$ cat src/rtl/gcd_pkg.sv
// Shared types for the gcd job dispatcher.
// Operand width, state encoding and default timeout.
package gcd_pkg;

  localparam int GCD_W       = 4;
  localparam int DEF_TIMEOUT = 100;

  typedef enum logic [1:0] {
    IDLE,
    LAUNCH,
    WAIT
  } state_t;

  typedef struct packed {
    logic [GCD_W-1:0] a;
    logic [GCD_W-1:0] b;
  } op_pair_t;

endpackage

$ cat src/rtl/gcd_dispatch_if.sv
// Operand stream, result stream and gcd job bus.
// slave = dispatcher view, master = environment view.
interface gcd_dispatch_if #(
  parameter int WIDTH = 4,
  parameter int DEPTH = 4
);

  localparam int LW = $clog2(DEPTH) + 1;

  logic             in_valid;
  logic             in_ready;
  logic [WIDTH-1:0] in_a;
  logic [WIDTH-1:0] in_b;

  logic             res_valid;
  logic             res_ready;
  logic [WIDTH-1:0] res_data;
  logic             res_err;

  logic             gcd_start;
  logic [WIDTH-1:0] gcd_a;
  logic [WIDTH-1:0] gcd_b;
  logic [WIDTH-1:0] gcd_out;
  logic             gcd_done;
  logic             gcd_busy;

  logic [LW-1:0]    level;
  logic [7:0]       err_cnt;

  modport slave (
    input  in_valid, in_a, in_b,
    input  res_ready,
    input  gcd_out, gcd_done, gcd_busy,
    output in_ready,
    output res_valid, res_data, res_err,
    output gcd_start, gcd_a, gcd_b,
    output level, err_cnt
  );

  modport master (
    output in_valid, in_a, in_b,
    output res_ready,
    output gcd_out, gcd_done, gcd_busy,
    input  in_ready,
    input  res_valid, res_data, res_err,
    input  gcd_start, gcd_a, gcd_b,
    input  level, err_cnt
  );

endinterface

$ cat src/rtl/gcd_op_fifo.sv
// Operand-pair FIFO with wrap-bit pointers.
// full/empty/level are registered.
module gcd_op_fifo
  import gcd_pkg::*;
#(
  parameter int DEPTH = 4,
  localparam int AW = $clog2(DEPTH),
  localparam int LW = AW + 1
) (
  input  logic     clk,
  input  logic     rst_n,
  input  logic     push_i,
  input  logic     pop_i,
  input  op_pair_t wdata_i,
  output op_pair_t rdata_o,
  output logic     full_o,
  output logic     empty_o,
  output logic [LW-1:0] level_o
);

  localparam logic [AW:0] PTR_ONE = {{AW{1'b0}}, 1'b1};

  op_pair_t      mem_q [DEPTH];
  logic [AW:0]   wptr_q, wptr_d;
  logic [AW:0]   rptr_q, rptr_d;
  logic          full_q, full_d;
  logic          empty_q, empty_d;
  logic [LW-1:0] level_q, level_d;
  logic          do_push, do_pop;

  // a push is refused while full, even alongside a pop
  assign do_push = push_i && !full_q;
  assign do_pop  = pop_i && !empty_q;

  // next pointers and flags from the wrap-bit pointers
  always_comb begin
    wptr_d  = wptr_q;
    rptr_d  = rptr_q;
    if (do_push) wptr_d = wptr_q + PTR_ONE;
    if (do_pop)  rptr_d = rptr_q + PTR_ONE;
    level_d = wptr_d - rptr_d;
    empty_d = (wptr_d == rptr_d);
    full_d  = (wptr_d[AW] != rptr_d[AW]) &&
              (wptr_d[AW-1:0] == rptr_d[AW-1:0]);
  end

  // pointer and flag registers
  always_ff @(posedge clk or negedge rst_n) begin
    if (!rst_n) begin
      wptr_q  <= '0;
      rptr_q  <= '0;
      level_q <= '0;
      full_q  <= 1'b0;
      empty_q <= 1'b1;
    end else begin
      wptr_q  <= wptr_d;
      rptr_q  <= rptr_d;
      level_q <= level_d;
      full_q  <= full_d;
      empty_q <= empty_d;
    end
  end

  // storage, no reset needed
  always_ff @(posedge clk) begin
    if (do_push) mem_q[wptr_q[AW-1:0]] <= wdata_i;
  end

  assign rdata_o = mem_q[rptr_q[AW-1:0]];
  assign full_o  = full_q;
  assign empty_o = empty_q;
  assign level_o = level_q;

endmodule

$ cat src/rtl/gcd_dispatch.sv
// Feeds queued operand pairs to a gcd core one job at a time.
// Zero operands bypass the core; hung jobs time out as errors.
module gcd_dispatch
  import gcd_pkg::*;
#(
  parameter int WIDTH   = GCD_W,
  parameter int DEPTH   = 4,
  parameter int TIMEOUT = DEF_TIMEOUT
) (
  input logic           clk,
  input logic           rst_n,
  gcd_dispatch_if.slave bus
);

  localparam int LW = $clog2(DEPTH) + 1;
  localparam int TW = $clog2(TIMEOUT + 1);
  localparam logic [TW-1:0] T_LAST = TW'(TIMEOUT - 1);
  localparam logic [TW-1:0] T_ONE  = {{(TW-1){1'b0}}, 1'b1};

  state_t           state_q;
  logic [TW-1:0]    timer_q;
  logic [WIDTH-1:0] a_q, b_q;
  logic [WIDTH-1:0] res_data_q;
  logic             res_valid_q;
  logic             res_err_q;
  logic             start_q;
  logic [7:0]       err_cnt_q, err_cnt_d;

  op_pair_t         wr_pair, head;
  logic             fifo_full, fifo_empty;
  logic             fifo_push, fifo_pop;
  logic [LW-1:0]    fifo_level;
  logic             head_zero;

  assign wr_pair.a = bus.in_a;
  assign wr_pair.b = bus.in_b;
  assign fifo_push = bus.in_valid && !fifo_full;

  // a new job may start only with an empty result slot and idle core
  assign fifo_pop  = (state_q == IDLE) && !fifo_empty &&
                     !res_valid_q && !bus.gcd_busy;
  assign head_zero = (head.a == '0) || (head.b == '0);

  // error counter sticks at its maximum
  assign err_cnt_d = (err_cnt_q == 8'hFF) ? err_cnt_q
                                          : err_cnt_q + 8'd1;

  gcd_op_fifo #(
    .DEPTH(DEPTH)
  ) u_fifo (
    .clk     (clk),
    .rst_n   (rst_n),
    .push_i  (fifo_push),
    .pop_i   (fifo_pop),
    .wdata_i (wr_pair),
    .rdata_o (head),
    .full_o  (fifo_full),
    .empty_o (fifo_empty),
    .level_o (fifo_level)
  );

  // job FSM, timeout timer and result register
  always_ff @(posedge clk or negedge rst_n) begin
    if (!rst_n) begin
      state_q     <= IDLE;
      timer_q     <= '0;
      a_q         <= '0;
      b_q         <= '0;
      res_data_q  <= '0;
      res_valid_q <= 1'b0;
      res_err_q   <= 1'b0;
      start_q     <= 1'b0;
      err_cnt_q   <= '0;
    end else begin
      start_q <= 1'b0;
      if (res_valid_q && bus.res_ready) begin
        res_valid_q <= 1'b0;
      end
      unique case (state_q)
        IDLE: begin
          if (fifo_pop) begin
            a_q <= head.a;
            b_q <= head.b;
            if (head_zero) begin
              res_data_q  <= head.a | head.b;
              res_err_q   <= 1'b0;
              res_valid_q <= 1'b1;
            end else begin
              start_q <= 1'b1;
              state_q <= LAUNCH;
            end
          end
        end
        LAUNCH: begin
          timer_q <= '0;
          state_q <= WAIT;
        end
        WAIT: begin
          if (bus.gcd_done) begin
            res_data_q  <= bus.gcd_out;
            res_err_q   <= 1'b0;
            res_valid_q <= 1'b1;
            state_q     <= IDLE;
          end else if (timer_q == T_LAST) begin
            res_data_q  <= '0;
            res_err_q   <= 1'b1;
            res_valid_q <= 1'b1;
            err_cnt_q   <= err_cnt_d;
            state_q     <= IDLE;
          end else begin
            timer_q <= timer_q + T_ONE;
          end
        end
        default: state_q <= IDLE;
      endcase
    end
  end

  assign bus.in_ready  = !fifo_full;
  assign bus.res_valid = res_valid_q;
  assign bus.res_data  = res_data_q;
  assign bus.res_err   = res_err_q;
  assign bus.gcd_start = start_q;
  assign bus.gcd_a     = a_q;
  assign bus.gcd_b     = b_q;
  assign bus.level     = fifo_level;
  assign bus.err_cnt   = err_cnt_q;

endmodule
$ cat src/flat_wrapper.sv
// flat-port wrapper written by rule: the top's interface ports become plain ports
module gcd_dispatch_flat import gcd_pkg::*;
#(
  parameter int WIDTH   = GCD_W,
  parameter int DEPTH   = 4,
  parameter int TIMEOUT = DEF_TIMEOUT
)
  (clk, rst_n, bus_in_valid, bus_in_a, bus_in_b, bus_res_ready, bus_gcd_out, bus_gcd_done, bus_gcd_busy, bus_in_ready, bus_res_valid, bus_res_data, bus_res_err, bus_gcd_start, bus_gcd_a, bus_gcd_b, bus_level, bus_err_cnt);
  gcd_dispatch_if #(.WIDTH(WIDTH), .DEPTH(DEPTH)) bus_i ();
  input logic clk;
  input logic rst_n;
  input wire logic [$bits(bus_i.in_valid)-1:0] bus_in_valid;
  input wire logic [$bits(bus_i.in_a)-1:0] bus_in_a;
  input wire logic [$bits(bus_i.in_b)-1:0] bus_in_b;
  input wire logic [$bits(bus_i.res_ready)-1:0] bus_res_ready;
  input wire logic [$bits(bus_i.gcd_out)-1:0] bus_gcd_out;
  input wire logic [$bits(bus_i.gcd_done)-1:0] bus_gcd_done;
  input wire logic [$bits(bus_i.gcd_busy)-1:0] bus_gcd_busy;
  output wire logic [$bits(bus_i.in_ready)-1:0] bus_in_ready;
  output wire logic [$bits(bus_i.res_valid)-1:0] bus_res_valid;
  output wire logic [$bits(bus_i.res_data)-1:0] bus_res_data;
  output wire logic [$bits(bus_i.res_err)-1:0] bus_res_err;
  output wire logic [$bits(bus_i.gcd_start)-1:0] bus_gcd_start;
  output wire logic [$bits(bus_i.gcd_a)-1:0] bus_gcd_a;
  output wire logic [$bits(bus_i.gcd_b)-1:0] bus_gcd_b;
  output wire logic [$bits(bus_i.level)-1:0] bus_level;
  output wire logic [$bits(bus_i.err_cnt)-1:0] bus_err_cnt;
  assign bus_i.in_valid = bus_in_valid;
  assign bus_i.in_a = bus_in_a;
  assign bus_i.in_b = bus_in_b;
  assign bus_i.res_ready = bus_res_ready;
  assign bus_i.gcd_out = bus_gcd_out;
  assign bus_i.gcd_done = bus_gcd_done;
  assign bus_i.gcd_busy = bus_gcd_busy;
  assign bus_in_ready = bus_i.in_ready;
  assign bus_res_valid = bus_i.res_valid;
  assign bus_res_data = bus_i.res_data;
  assign bus_res_err = bus_i.res_err;
  assign bus_gcd_start = bus_i.gcd_start;
  assign bus_gcd_a = bus_i.gcd_a;
  assign bus_gcd_b = bus_i.gcd_b;
  assign bus_level = bus_i.level;
  assign bus_err_cnt = bus_i.err_cnt;
  gcd_dispatch #(.WIDTH(WIDTH), .DEPTH(DEPTH), .TIMEOUT(TIMEOUT)) u_core (.clk(clk), .rst_n(rst_n), .bus(bus_i));
endmodule
$ cat config.mk
export PLATFORM = sky130hd
export DESIGN_NAME = gcd_dispatch_flat
export DESIGN_NICKNAME = d
export VERILOG_FILES = /design/src/rtl/gcd_pkg.sv /design/src/rtl/gcd_dispatch_if.sv /design/src/rtl/gcd_op_fifo.sv /design/src/rtl/gcd_dispatch.sv /design/src/flat_wrapper.sv
export SDC_FILE = /design/constraint.sdc
export NUM_CORES = 1
export LEC_CHECK = 0
export CAP_MARGIN = 20
export CELL_PAD_IN_SITES_DETAIL_PLACEMENT = 0
export CELL_PAD_IN_SITES_GLOBAL_PLACEMENT = 2
export CORE_MARGIN = 2
export CORE_UTILIZATION = 38
export CTS_CLUSTER_DIAMETER = 120
export CTS_CLUSTER_SIZE = 25
export DETAILED_ROUTE_END_ITERATION = 10
export GPL_TIMING_DRIVEN = 0
export PLACE_DENSITY_LB_ADDON = 0.1
export SYNTH_ARGS = -nofsm -noshare
export SYNTH_HDL_FRONTEND = slang
export SYNTH_SLANG_ARGS = --single-unit
$ cat constraint.sdc
create_clock -name clk -period 2.7 [get_ports clk]
set_clock_uncertainty 0.1 [all_clocks]
set_input_delay 0.54 -clock clk [delete_from_list [all_inputs] [get_ports clk]]
set_output_delay 0.54 -clock clk [all_outputs]
set_load 0.01 [all_outputs]
Yosys cells after proc, flatten, opt, wreduce, memory -nomap -nowiden
Memories as Yosys holds them, arrays and structs flattened.
Index checks and enable logic that the tools add are counted.
{"block": "classes", "addsub": 5, "reduce_logical": 23, "n_eq_ne": 13, "n_bitwise": 3, "mux": 31}
{"op": "$mux W4", "count": 4}
{"op": "$mux W1", "count": 14}
{"op": "$mux W7", "count": 2}
{"op": "$pmux W7 S2", "count": 1}
{"op": "$add A8 B1 Y8 const B", "count": 1}
{"op": "$eq A8 B8 Y1 const B", "count": 1}
{"op": "$logic_and A1 B1 Y1", "count": 8}
{"op": "$logic_not A4 Y1", "count": 2}
{"op": "$mux W2", "count": 4}
{"op": "$ne A2 B2 Y1 const B", "count": 4}
{"op": "$pmux W4 S2", "count": 1}
{"op": "$reduce_and A4 Y1", "count": 2}
{"op": "$add A7 B1 Y7 const B", "count": 1}
{"op": "$eq A7 B7 Y1 const B", "count": 1}
{"op": "$add A3 B1 Y3 const B", "count": 2}
{"op": "$mux W3", "count": 2}
{"op": "$pmux W2 S3", "count": 1}
{"op": "$reduce_and A3 Y1", "count": 2}
{"op": "$logic_not A1 Y1", "count": 4}
{"op": "$or A4 B4 Y4", "count": 1}
{"op": "$pmux W1 S2", "count": 2}
{"op": "$reduce_bool A2 Y1", "count": 2}
{"op": "$eq A3 B3 Y1", "count": 1}
{"op": "$ne A3 B2 Y1 const B", "count": 1}
{"op": "10 further kinds", "count": 11}
{"block": "word_totals", "output_inout_bits": 27, "n_memories": 1, "in_bits": 18, "ramBits": 32, "regBits": 43, "word_cells": 90}
{"name": "u_core.u_fifo.mem_q", "words": 4, "width": 8, "read_ports": 1, "rd_clocked_by_memory_dff": 0, "wr": 1, "line": "gcd_op_fifo.sv:23", "text": "op_pair_t mem_q [DEPTH];"}

Depth between registers and ports, before layout
Gate-level depths: netlist of run 1.
{"block": "logic_depth", "word_depth": 8, "mapped_depth": 9, "ltp_nobuf": 9}

Modules after synthesis
Synthesis of run 1 repeated with hierarchy kept, for this count alone.
{"block": "hier_totals", "hier_cells": 219, "hier_area_um2": 3283.1}
{"module": "gcd_op_fifo", "cells_each": 87, "seq_area_each_um2": 1237.4, "area_each_um2": 1764.2, "n_inst": 1}
{"module": "gcd_dispatch", "cells_each": 132, "seq_area_each_um2": 800.8, "area_each_um2": 1519.0, "n_inst": 1}

Worst setup path after synthesis of run 1
Ideal clock, no wire load.
{"block": "synth_timing", "kind": "in2reg", "startpoint": "in bus_gcd_busy", "endpoint": "reg u_core.u_fifo.level_q[2], in the netlist u_core.u_fifo.level_o[2]", "setup_time_ns": 0.079, "arrival_ns": 2.279, "path_buffers": 1, "required_ns": 2.521, "setup_slack_ns": 0.242, "path_stages": 9, "path_cell_list": "or4_4 -> nor2_2 -> buf_4 -> mux2i_1 -> xnor2_1 -> inv_1 -> ha_1 -> a21oi_1 -> xor2_1"}
{"block": "synth_between", "elab_chain_len": 5}
{"item": "start, declared", "line": "flat_wrapper.sv:18", "text": "input wire logic [$bits(bus_i.gcd_busy)-1:0] bus_gcd_busy;"}
{"item": "$logic_not A1 Y1", "line": "gcd_dispatch.sv:41", "text": "!res_valid_q && !bus.gcd_busy;"}
{"item": "$logic_and A1 B1 Y1", "line": "gcd_dispatch.sv:41"}
{"item": "$logic_and A1 B1 Y1", "line": "gcd_op_fifo.sv:33", "text": "assign do_pop = pop_i && !empty_q;"}
{"item": "$mux W3", "line": "gcd_op_fifo.sv:40", "text": "if (do_pop) rptr_d = rptr_q + PTR_ONE;"}
{"item": "$sub A3 B3 Y3", "line": "gcd_op_fifo.sv:41", "text": "level_d = wptr_d - rptr_d;"}
{"item": "net u_core.u_fifo.level_d[2]", "line": "gcd_op_fifo.sv:28", "text": "logic [LW-1:0] level_q, level_d;"}
{"item": "end signal, assigned", "line": "gcd_op_fifo.sv:58", "text": "level_q <= level_d;"}
{"item": "end, declared", "line": "gcd_op_fifo.sv:28"}
The timed path passes the listed nets, and every way through them passes these cells.
A chain may end at the register's enable or synchronous reset.

Worst setup path after layout of run 1
Ends and elaborated chain as after synthesis.

==> results of run 1 <==
[per-stage QoR]
stage | cells | power (uW) | cell area [um^2] | util [%]
floorplan | 243 | 2870 | 3360 | -
global placement | 395 | 3500 | 3940 | 45.6
detailed placement | 396 | 3500 | 3950 | 45.8
CTS | 413 | 4350 | 4160 | 48.1
global route | 414 | 4630 | 4180 | 48.4
finish | 414 | 4320 | 4180 | 48.4
[sequential cells by signal (all words and copies together) (netlist names)]
signal / count
u_core.bus.res_data: 4
u_core.bus.res_valid: 1
u_core.timer_q: 7
u_core.u_fifo.empty_o: 1
u_core.bus.res_err: 1
u_core.bus.err_cnt: 8
u_core.bus.gcd_start: 1
u_core.u_fifo.rptr_q: 3
u_core.bus.gcd_b: 4
u_core.u_fifo.mem_q: 32
u_core.u_fifo.level_o: 3
u_core.bus.gcd_a: 4
u_core.u_fifo.wptr_q: 3
u_core.state_q: 2
u_core.u_fifo.full_o: 1
[what timing repair did]
action | CTS | global route
pin swaps | 0 | 0
hold endpoints to repair | 9 | 0
endpoints found under the setup margin | 1 | 5
setup buffers | 0 | 2
hold buffers | 1 | 0
gates resized for setup | 2 | 2
[Yosys cell counts, drive strengths merged]
library cell  count  area [um^2]
dfstp             1         26.3
xor2             10         95.1
edfxtp           32          961
nor3             10         50.1
nand3b            1         7.51
ha                8          100
nand2b            2         12.5
or4               1         11.3
mux2i             1         10.0
or3               1         6.26
nand2            10         37.5
nor4              6         67.6
dfrtp            42         1050
nor3b             4         35.0
nor2b             4         25.0
clkbuf            4         15.0
nor2             14         55.1
nand4             3         18.8
o2111a            1         11.3
a21oi             7         35.0
a211oi            3         22.5
o21ai             8         43.8
mux4              8          180
o2111ai           1         8.76
and2              3         18.8
inv              10         37.5
a21o              1         7.51
mux2             13          161
o311ai            1         8.76
and3              1         6.26
xnor2            10         87.6
buf               5         38.8
or2               2         12.5
nand3            11         55.1
and4              2         17.5
a31oi             1         6.26
a21boi            1         18.8
[worst max path at each step]
stage / start / end / slack (ns) / cells after the start
2_1_floorplan: bus_gcd_busy / u_core.u_fifo.level_o[2] / 0.24 / 9
3_3_place_gp: bus_gcd_busy / u_core.u_fifo.level_o[2] / -0.40 / 10
3_5_place_dp: bus_gcd_busy / u_core.u_fifo.level_o[2] / -0.40 / 10
4_1_cts: u_core.state_q[1] / u_core.u_fifo.level_o[2] / 0.009 / 9
5_1_grt: u_core.state_q[1] / u_core.u_fifo.level_o[2] / 0.02 / 9
6_report: bus_gcd_busy / u_core.u_fifo.level_o[2] / 0.19 / 10
[layout make-up]
| cell class | count | share of cell area (%) |
|---|---|---|
| clock buffers | 9 | 2.96 |
| inverters | 10 | 0.898 |
| well taps | 108 | 3.23 |
| multi-input cells | 149 | 29.8 |
| repair buffers | 48 | 11.5 |
| plain buffers | 8 | 1.32 |
| flip-flops and latches | 75 | 48.8 |
| clock inverters | 7 | 1.53 |
[power breakdown]
part / leakage [uW] / switching (uW) / internal (uW)
clock: 0.0000975 / 465 / 358
combinational: 0.000722 / 883 / 912
sequential: 0.000837 / 183 / 1520
total: 0.00166 / 1530 / 2790
[layer usage]
layer | routed length, um | vias to the layer above | global-route usage [%]
met4 | 107 | 0 | 5.77
met1 | 2930 | 1006 | 19.2
met5 | 0 | - | 0
met2 | 3140 | 42 | 23.8
met3 | 262 | 9 | 3.94
li1 | - | 1008 | -
[cell families after synthesis]
logic type | Yosys count | synth area share [%]
AO/OA/AOI/OAI | 24 | 4.84
buffers and inverters | 19 | 2.72
AND/OR/NAND/NOR | 75 | 13.0
flip-flops | 75 | 60.6
adder cells (fa/ha/maj) | 8 | 2.98
multiplexers | 22 | 10.5
XOR/XNOR | 20 | 5.43
==> run metrics, run 1 <==
vias per cell 4.99; setup TNS 0 ns; power per cell area 1030 mW/mm^2; min-delay worst type register to register; # DRC 0; cts bufs inserted 9; Max Buffers Root-to-Sink 2; Critical Path RT 2.88 ns; max frequency 0.399 GHz; total clock sinks 75; commonest non-fill, non-tap cells in the layout clkdlybuf4s50_1 (43), dfrtp_1 (42), edfxtp_1 (32), nor2_1 (13), nand3_1 (11); Post-Synthesis Cells 243; Reg2Reg Depth 6; final worst path period share 92.9%; Hold Slack 0.394 ns; Crit Reg-Reg Startpoint u_core.u_fifo.rptr_q[0]; Detailed Route Iter0 Violations 67; Crit Path Max Fanout 4; largest net degree at the start of global routing 35; GRT Total Usage 14.8%; Final HPWL DP 4690 um; Cell Chain, Critical Path clkdlybuf4s50_1 -> or4_4 -> nor2_2 -> buf_6 -> mux2i_4 -> xnor2_1 -> inv_1 -> ha_1 -> a21oi_1 -> xor2_1; max_cap viols 0; Crit path largest cell delay 0.46 ns; status complete, no violations; CP Capture Type register; critical path class input pin to register; Initial Utilization 38.9%; row cnt 34; Cell Area, Synth 0.00336 mm^2; CTS tree built; final wirelength 6440 um; Slew Limit Fails 0; Clock transition at path regs 0.09 ns; Vias 2065; min-delay src u_core.bus.err_cnt[7]; slew at the pin with the worst max-slew slack 0.591 ns; Avg WL per Cell 15.6 um; # diodes 0; crit path launch type input pin; count of input and output buffers 44; CTS H-tree depth 3; WP data arrival 2.69 ns; antenna violations before repair 0; layout cells sized above 1 18.3%; number of global-route vias before repair 2112; Multi-input gate area 0.00125 mm^2; Slew HR 60.3%; Die Ht 98.1 um; WHS Path Cells 1; GP Congestion 0.731; most common cell after layout, fill and taps aside clkdlybuf4s50_1; delay-heaviest family, CP simple AND/OR/NAND/NOR gates; register area 0.00204 mm^2; register-to-register setup slack 0.19 ns; first-pass iteration count of the detailed router 4; clk root buf clkbuf_8; VDD IR-drop max 0.398 mV; RSZ-0062 raised after global routing false; first-pass GRT wire length 10800 um; Routed Antenna Nets 0; grt ovf 0; worst slack, placed -0.398 ns; setup violators final 0; Distinct cells, synth 46; Ports 45; register area share after synthesis 60.6%; nets 327; die width 98.1 um; Fillers 781; Hold Vio Cnt, Final 0; synthesized area per cell 13.8 um^2; Hold EP u_core.bus.err_cnt[7]; Final Critical Period 2.51 ns; worst setup margin 0.191 ns; Mapped Nets 269; Area Overhead vs Synth 24.3%; Crit-path slowest cell or4_4; Yosys reg bits 75; buffering stage count on the worst path with inverters included 3; Yosys warning count 0; RR Endpoint u_core.bus.res_data[3]; Static Leak 0.00166 uW; clk_lat worst skew 0.35 ns; die area 0.00962 mm^2; Core ar. 0.00864 mm^2
Note: power is estimated with default switching activity, not from simulation.
==> inputs of run 2 (changes only) <==
--- a/config.mk
+++ b/config.mk
@@ -5,7 +5,6 @@
 export SDC_FILE = /design/constraint.sdc
 export NUM_CORES = 1
 export LEC_CHECK = 0
-export CAP_MARGIN = 20
 export CELL_PAD_IN_SITES_DETAIL_PLACEMENT = 0
 export CELL_PAD_IN_SITES_GLOBAL_PLACEMENT = 2
 export CORE_MARGIN = 2
@@ -15,6 +14,7 @@
 export DETAILED_ROUTE_END_ITERATION = 10
 export GPL_TIMING_DRIVEN = 0
 export PLACE_DENSITY_LB_ADDON = 0.1
+export REMOVE_ABC_BUFFERS = 1
 export SYNTH_ARGS = -nofsm -noshare
 export SYNTH_HDL_FRONTEND = slang
 export SYNTH_SLANG_ARGS = --single-unit
==> run metrics, run 2 (synthesis gave the netlist of run 1 again) <==
status complete, no violations; buffering stage count on the worst path with inverters included 0; min-delay worst type register to register; crit path launch type register; clk_lat worst skew 0.35 ns; Crit Path Max Fanout 15; total clock sinks 75; die width 98.1 um; Die Ht 98.1 um; slew at the pin with the worst max-slew slack 0.669 ns; Largest register FFs 32; Critical Path RT 2.83 ns; Final Critical Period 2.53 ns; max_cap viols 0; Slew Limit Fails 0; Fillers 809; row cnt 34; setup violators final 0; CTS H-tree depth 3; antenna violations before repair 0; # DRC 0; final worst path period share 93.9%; layout cells sized above 1 18.5%; critical path class register to register; cts bufs inserted 9; Clock transition at path regs 0.08 ns; Initial Utilization 38.9%; count of input and output buffers 44; clk root buf clkbuf_8; grt ovf 0; GRT Total Usage 14.3%; largest net degree at the start of global routing 32; Slew HR 55.0%; power per cell area 1030 mW/mm^2; nets 323; Ports 45; Detailed Route Iter0 Violations 60; GP Congestion 0.687; Static Leak 0.00164 uW; VDD IR-drop max 0.427 mV; Vias 2016; most common cell after layout, fill and taps aside clkdlybuf4s50_1; number of global-route vias before repair 1981; Final Util 48.2%; RSZ-0062 raised after global routing false; Avg WL per Cell 15.7 um; first-pass GRT wire length 10400 um; Hold Vio Cnt, Final 0; Hold Slack 0.391 ns; commonest non-fill, non-tap cells in the layout clkdlybuf4s50_1 (43), dfrtp_1 (40), edfxtp_1 (32), nor2_1 (13), nand3_1 (11); WP data arrival 2.67 ns; # diodes 0; Cell Chain, Critical Path mux4_2 -> nor4_4 -> o21ai_2 -> a21boi_4 -> mux2_4; delay-heaviest family, CP multiplexers; Power Total 4310 uW; Final HPWL DP 4600 um; CTS tree built; Area Overhead vs Synth 23.8%; first-pass iteration count of the detailed router 4; CP Capture Type register; Crit path largest cell delay 0.59 ns; Core ar. 0.00864 mm^2; vias per cell 4.92; Routed Antenna Nets 0; Crit-path slowest cell mux4_2; Max Buffers Root-to-Sink 2; max frequency 0.395 GHz; die area 0.00962 mm^2; final wirelength 6440 um
[run 2: changes by cell type in the layout (fill, tap and decap cells not counted), sizes merged]
| cell | previous run | this run |
|---|---|---|
| buf | 9 | 8 |
| bufinv | 0 | 1 |
| clkbuf | 12 | 9 |
| clkinvlp | 0 | 3 |
| inv | 16 | 12 |
[run 2: path summary, 6_finish.rpt]
kind / slack, ns / cells past startpoint / start / end
setup / recovery: 0.17 / 5 / u_core.u_fifo.rptr_q[0] / u_core.bus.res_data[2]
hold / removal: 0.39 / 1 / u_core.u_fifo.rptr_q[2] / u_core.u_fifo.rptr_q[2]
hold reg to reg: 0.39 / 1 / u_core.u_fifo.rptr_q[2] / u_core.u_fifo.rptr_q[2]
min in group asynchronous: 0.51 / 2 / rst_n / u_core.bus.err_cnt[3]
setup reg to reg: 0.17 / 5 / u_core.u_fifo.rptr_q[0] / u_core.bus.res_data[2]
max in group asynchronous: 1.43 / 3 / rst_n / u_core.u_fifo.empty_o
[run 2: metrics by stage]
step	setup TNS [ns]	setup WS (ns)	cell area, um^2	instances
finish	0	0.166	4160	410
global route	0	0.0441	4160	410
CTS	0	0.0583	4130	405
detailed placement	-3.56	-0.663	3900	387
global placement	-17.26	-0.686	3880	386
floorplan	0	0.0612	3310	234
[run 2: cell type report]
type,count,area (um^2),share of cell area [%]
tap,108,135,3.25
inverter,10,37.5,0.901
clock buffer,9,124,2.97
clock inverter,7,75.1,1.80
sequential,75,2040,49.1
multi-input combinational,149,1240,29.7
timing repair buffer,52,510,12.3
[run 2: metal layers]
| metal | GRT usage [%] | vias up | wire length (um) |
|---|---|---|---|
| met5 | 0 | - | 0 |
| met4 | 7.05 | 0 | 98 |
| met3 | 3.01 | 7 | 248 |
| met2 | 22.8 | 37 | 3130 |
| met1 | 18.7 | 979 | 2970 |
| li1 | - | 993 | - |
[run 2: power breakdown]
group	switching [uW]	leakage [uW]	internal (uW)
logic	751	0.000710	877
clock network	445	0.0000923	431
registers	274	0.000835	1530
total	1470	0.00164	2840
[run 2: what timing repair did]
item	CTS	global route
pin swaps	1	0
gates resized for setup	4	0
setup buffers	1	5
hold buffers	1	0
hold endpoints to repair	12	0
endpoints found under the setup margin	7	2
==> inputs of run 3 (changes only) <==
--- a/config.mk
+++ b/config.mk
@@ -8,10 +8,11 @@
 export CELL_PAD_IN_SITES_DETAIL_PLACEMENT = 0
 export CELL_PAD_IN_SITES_GLOBAL_PLACEMENT = 2
 export CORE_MARGIN = 2
-export CORE_UTILIZATION = 38
+export CORE_UTILIZATION = 44
 export CTS_CLUSTER_DIAMETER = 120
 export CTS_CLUSTER_SIZE = 25
 export DETAILED_ROUTE_END_ITERATION = 10
+export DONT_BUFFER_PORTS = 1
 export GPL_TIMING_DRIVEN = 0
 export PLACE_DENSITY_LB_ADDON = 0.1
 export REMOVE_ABC_BUFFERS = 1
==> run metrics, run 3 (synthesis gave the netlist of run 1 again) <==
Final HPWL DP 4450 um; nets 278; VDD IR-drop max 0.397 mV; clk root buf clkbuf_8; min-delay worst type input pin to register; Int Pwr 2600 uW; final worst path period share 95.1%; Fillers 624; Slew HR 56.6%; Sequential Power Share 46.5%; Routed Antenna Nets 0; Critical Path RT 2.83 ns; Largest register FFs 32; WP data arrival 2.70 ns; die area 0.00836 mm^2; count of input and output buffers 0; Critical Path Source u_core.u_fifo.rptr_q[0]; crit path launch type register; layout cells sized above 1 21.0%; Post-Place Cells 333; CTS H-tree depth 3; cts bufs inserted 9; number of global-route vias before repair 2001; CP Capture Type register; Slew Limit Fails 0; Area Overhead vs Synth 10.5%; Static Leak 0.00148 uW; GRT Total Usage 16.2%; first-pass GRT wire length 10300 um; clk_lat worst skew 0.35 ns; Avg WL per Cell 17.6 um; clock group share of total power 21.3%; Sw Ratio 36.0%; row cnt 31; most common cell after layout, fill and taps aside dfrtp_1; # diodes 0; commonest non-fill, non-tap cells in the layout dfrtp_1 (40), edfxtp_1 (32), nor2_1 (13), nand3_1 (11); grt ovf 0; Clock transition at path regs 0.09 ns; final wirelength 6260 um; Crit Reg-Reg Startpoint u_core.u_fifo.rptr_q[0]; vias per cell 5.25; RSZ-0062 raised after global routing false; Hold Vio Cnt, Final 0; Setup crit end u_core.bus.res_data[2]; critical path class register to register; power per cell area 1090 mW/mm^2; max_cap viols 0; Die Ht 91.4 um; Psw 1460 uW; max frequency 0.390 GHz; Core ar. 0.00733 mm^2; Hold Slack 0.184 ns; first-pass iteration count of the detailed router 4; Initial Utilization 45.9%; # DRC 0; status complete, no violations; Detailed Route Iter0 Violations 100; Vias 1870; die width 91.4 um; register-to-register setup slack 0.13 ns; Layout Cells excl Fill 356; Ports 45; antenna violations before repair 0; setup violators final 0; total clock sinks 75; CTS tree built; GP Congestion 0.744; RR Endpoint u_core.bus.res_data[2]; Crit Path Max Fanout 17; Reg2Reg Depth 5; largest net degree at the start of global routing 44; Final Critical Period 2.57 ns; slew at the pin with the worst max-slew slack 0.645 ns; part of the power in combinational logic 32.1%; setup TNS 0 ns; Max Buffers Root-to-Sink 2
[run 3: cell types whose count changed in the layout (fill, tap and decap cells not counted), sizes merged]
| cell | previous run | this run |
|---|---|---|
| clkdlybuf4s50 | 43 | 0 |
| inv | 12 | 13 |
| clkinvlp | 3 | 1 |
| buf | 8 | 6 |
| clkinv | 1 | 2 |
[run 3: layout make-up]
class                      instances  area [um^2]  share of cell area (%)
clock buffer                       9          124                    3.33
clock inverter                     7         73.8                    1.99
tap                               99          124                    3.33
multi-input combinational        149         1240                    33.3
inverter                          10         37.5                    1.01
timing repair buffer               7         75.1                    2.02
sequential                        75         2040                    55.0
[run 3: critical path, stage by stage, from the launching register on]
cell and delay, ns:
dfrtp_4 0.58, mux4_2 0.60, nor4_4 0.39, o21ai_2 0.15, a21boi_4 0.30, mux2_4 0.33
[run 3: routing by layer]
metal / GRT usage (%) / vias to the layer above / share of wire [%]
met3: 5.23 / 9 / 5.4
li1: - / 903 / -
met5: 0 / - / 0
met4: 6.69 / 0 / 1.8
met1: 19.4 / 920 / 42
met2: 27.0 / 38 / 51
[run 3: per-stage QoR]
step                setup WS, ns  power (uW)  instance area [um^2]  util [%]
floorplan                 0.0612        2800                  3310         -
global placement          -0.338        3080                  3430      46.8
detailed placement        -0.339        3130                  3430      46.8
CTS                       0.0598        4060                  3690      50.3
global route              0.0220        4340                  3720      50.7
finish                     0.133        4060                  3720      50.7
[run 3: timing repair]
item,4_1_cts,5_1_grt
hold buffers,2,0
endpoints found under the hold margin,43,0
pin swaps,1,0
setup endpoints to repair,8,2
gates resized for setup,4,0
buffers inserted,1,4
[run 3: how the worst min path moves through the flow]
stage | cells past startpoint | to | start | slack [ns]
after floorplan | 0 | u_core.bus.err_cnt[0] | rst_n | 0.14
after global placement | 0 | u_core.bus.err_cnt[6] | rst_n | 0.15
after detailed placement | 0 | u_core.bus.err_cnt[5] | rst_n | 0.15
after CTS | 0 | u_core.u_fifo.mem_q[3][5] | bus_in_a[1] | 0.17
after global routing | 0 | u_core.u_fifo.mem_q[3][5] | bus_in_a[1] | 0.16
final | 0 | u_core.u_fifo.mem_q[3][5] | bus_in_a[1] | 0.18
[run 3: power by group through the flow]
stage               combinational, uW  sequential [uW]  clock (uW)
finish                           1300             1890         866
global route                     1450             1940         944
CTS                              1270             1910         887
detailed placement               1210             1920           0
global placement                 1170             1910           0
floorplan                         982             1820           0
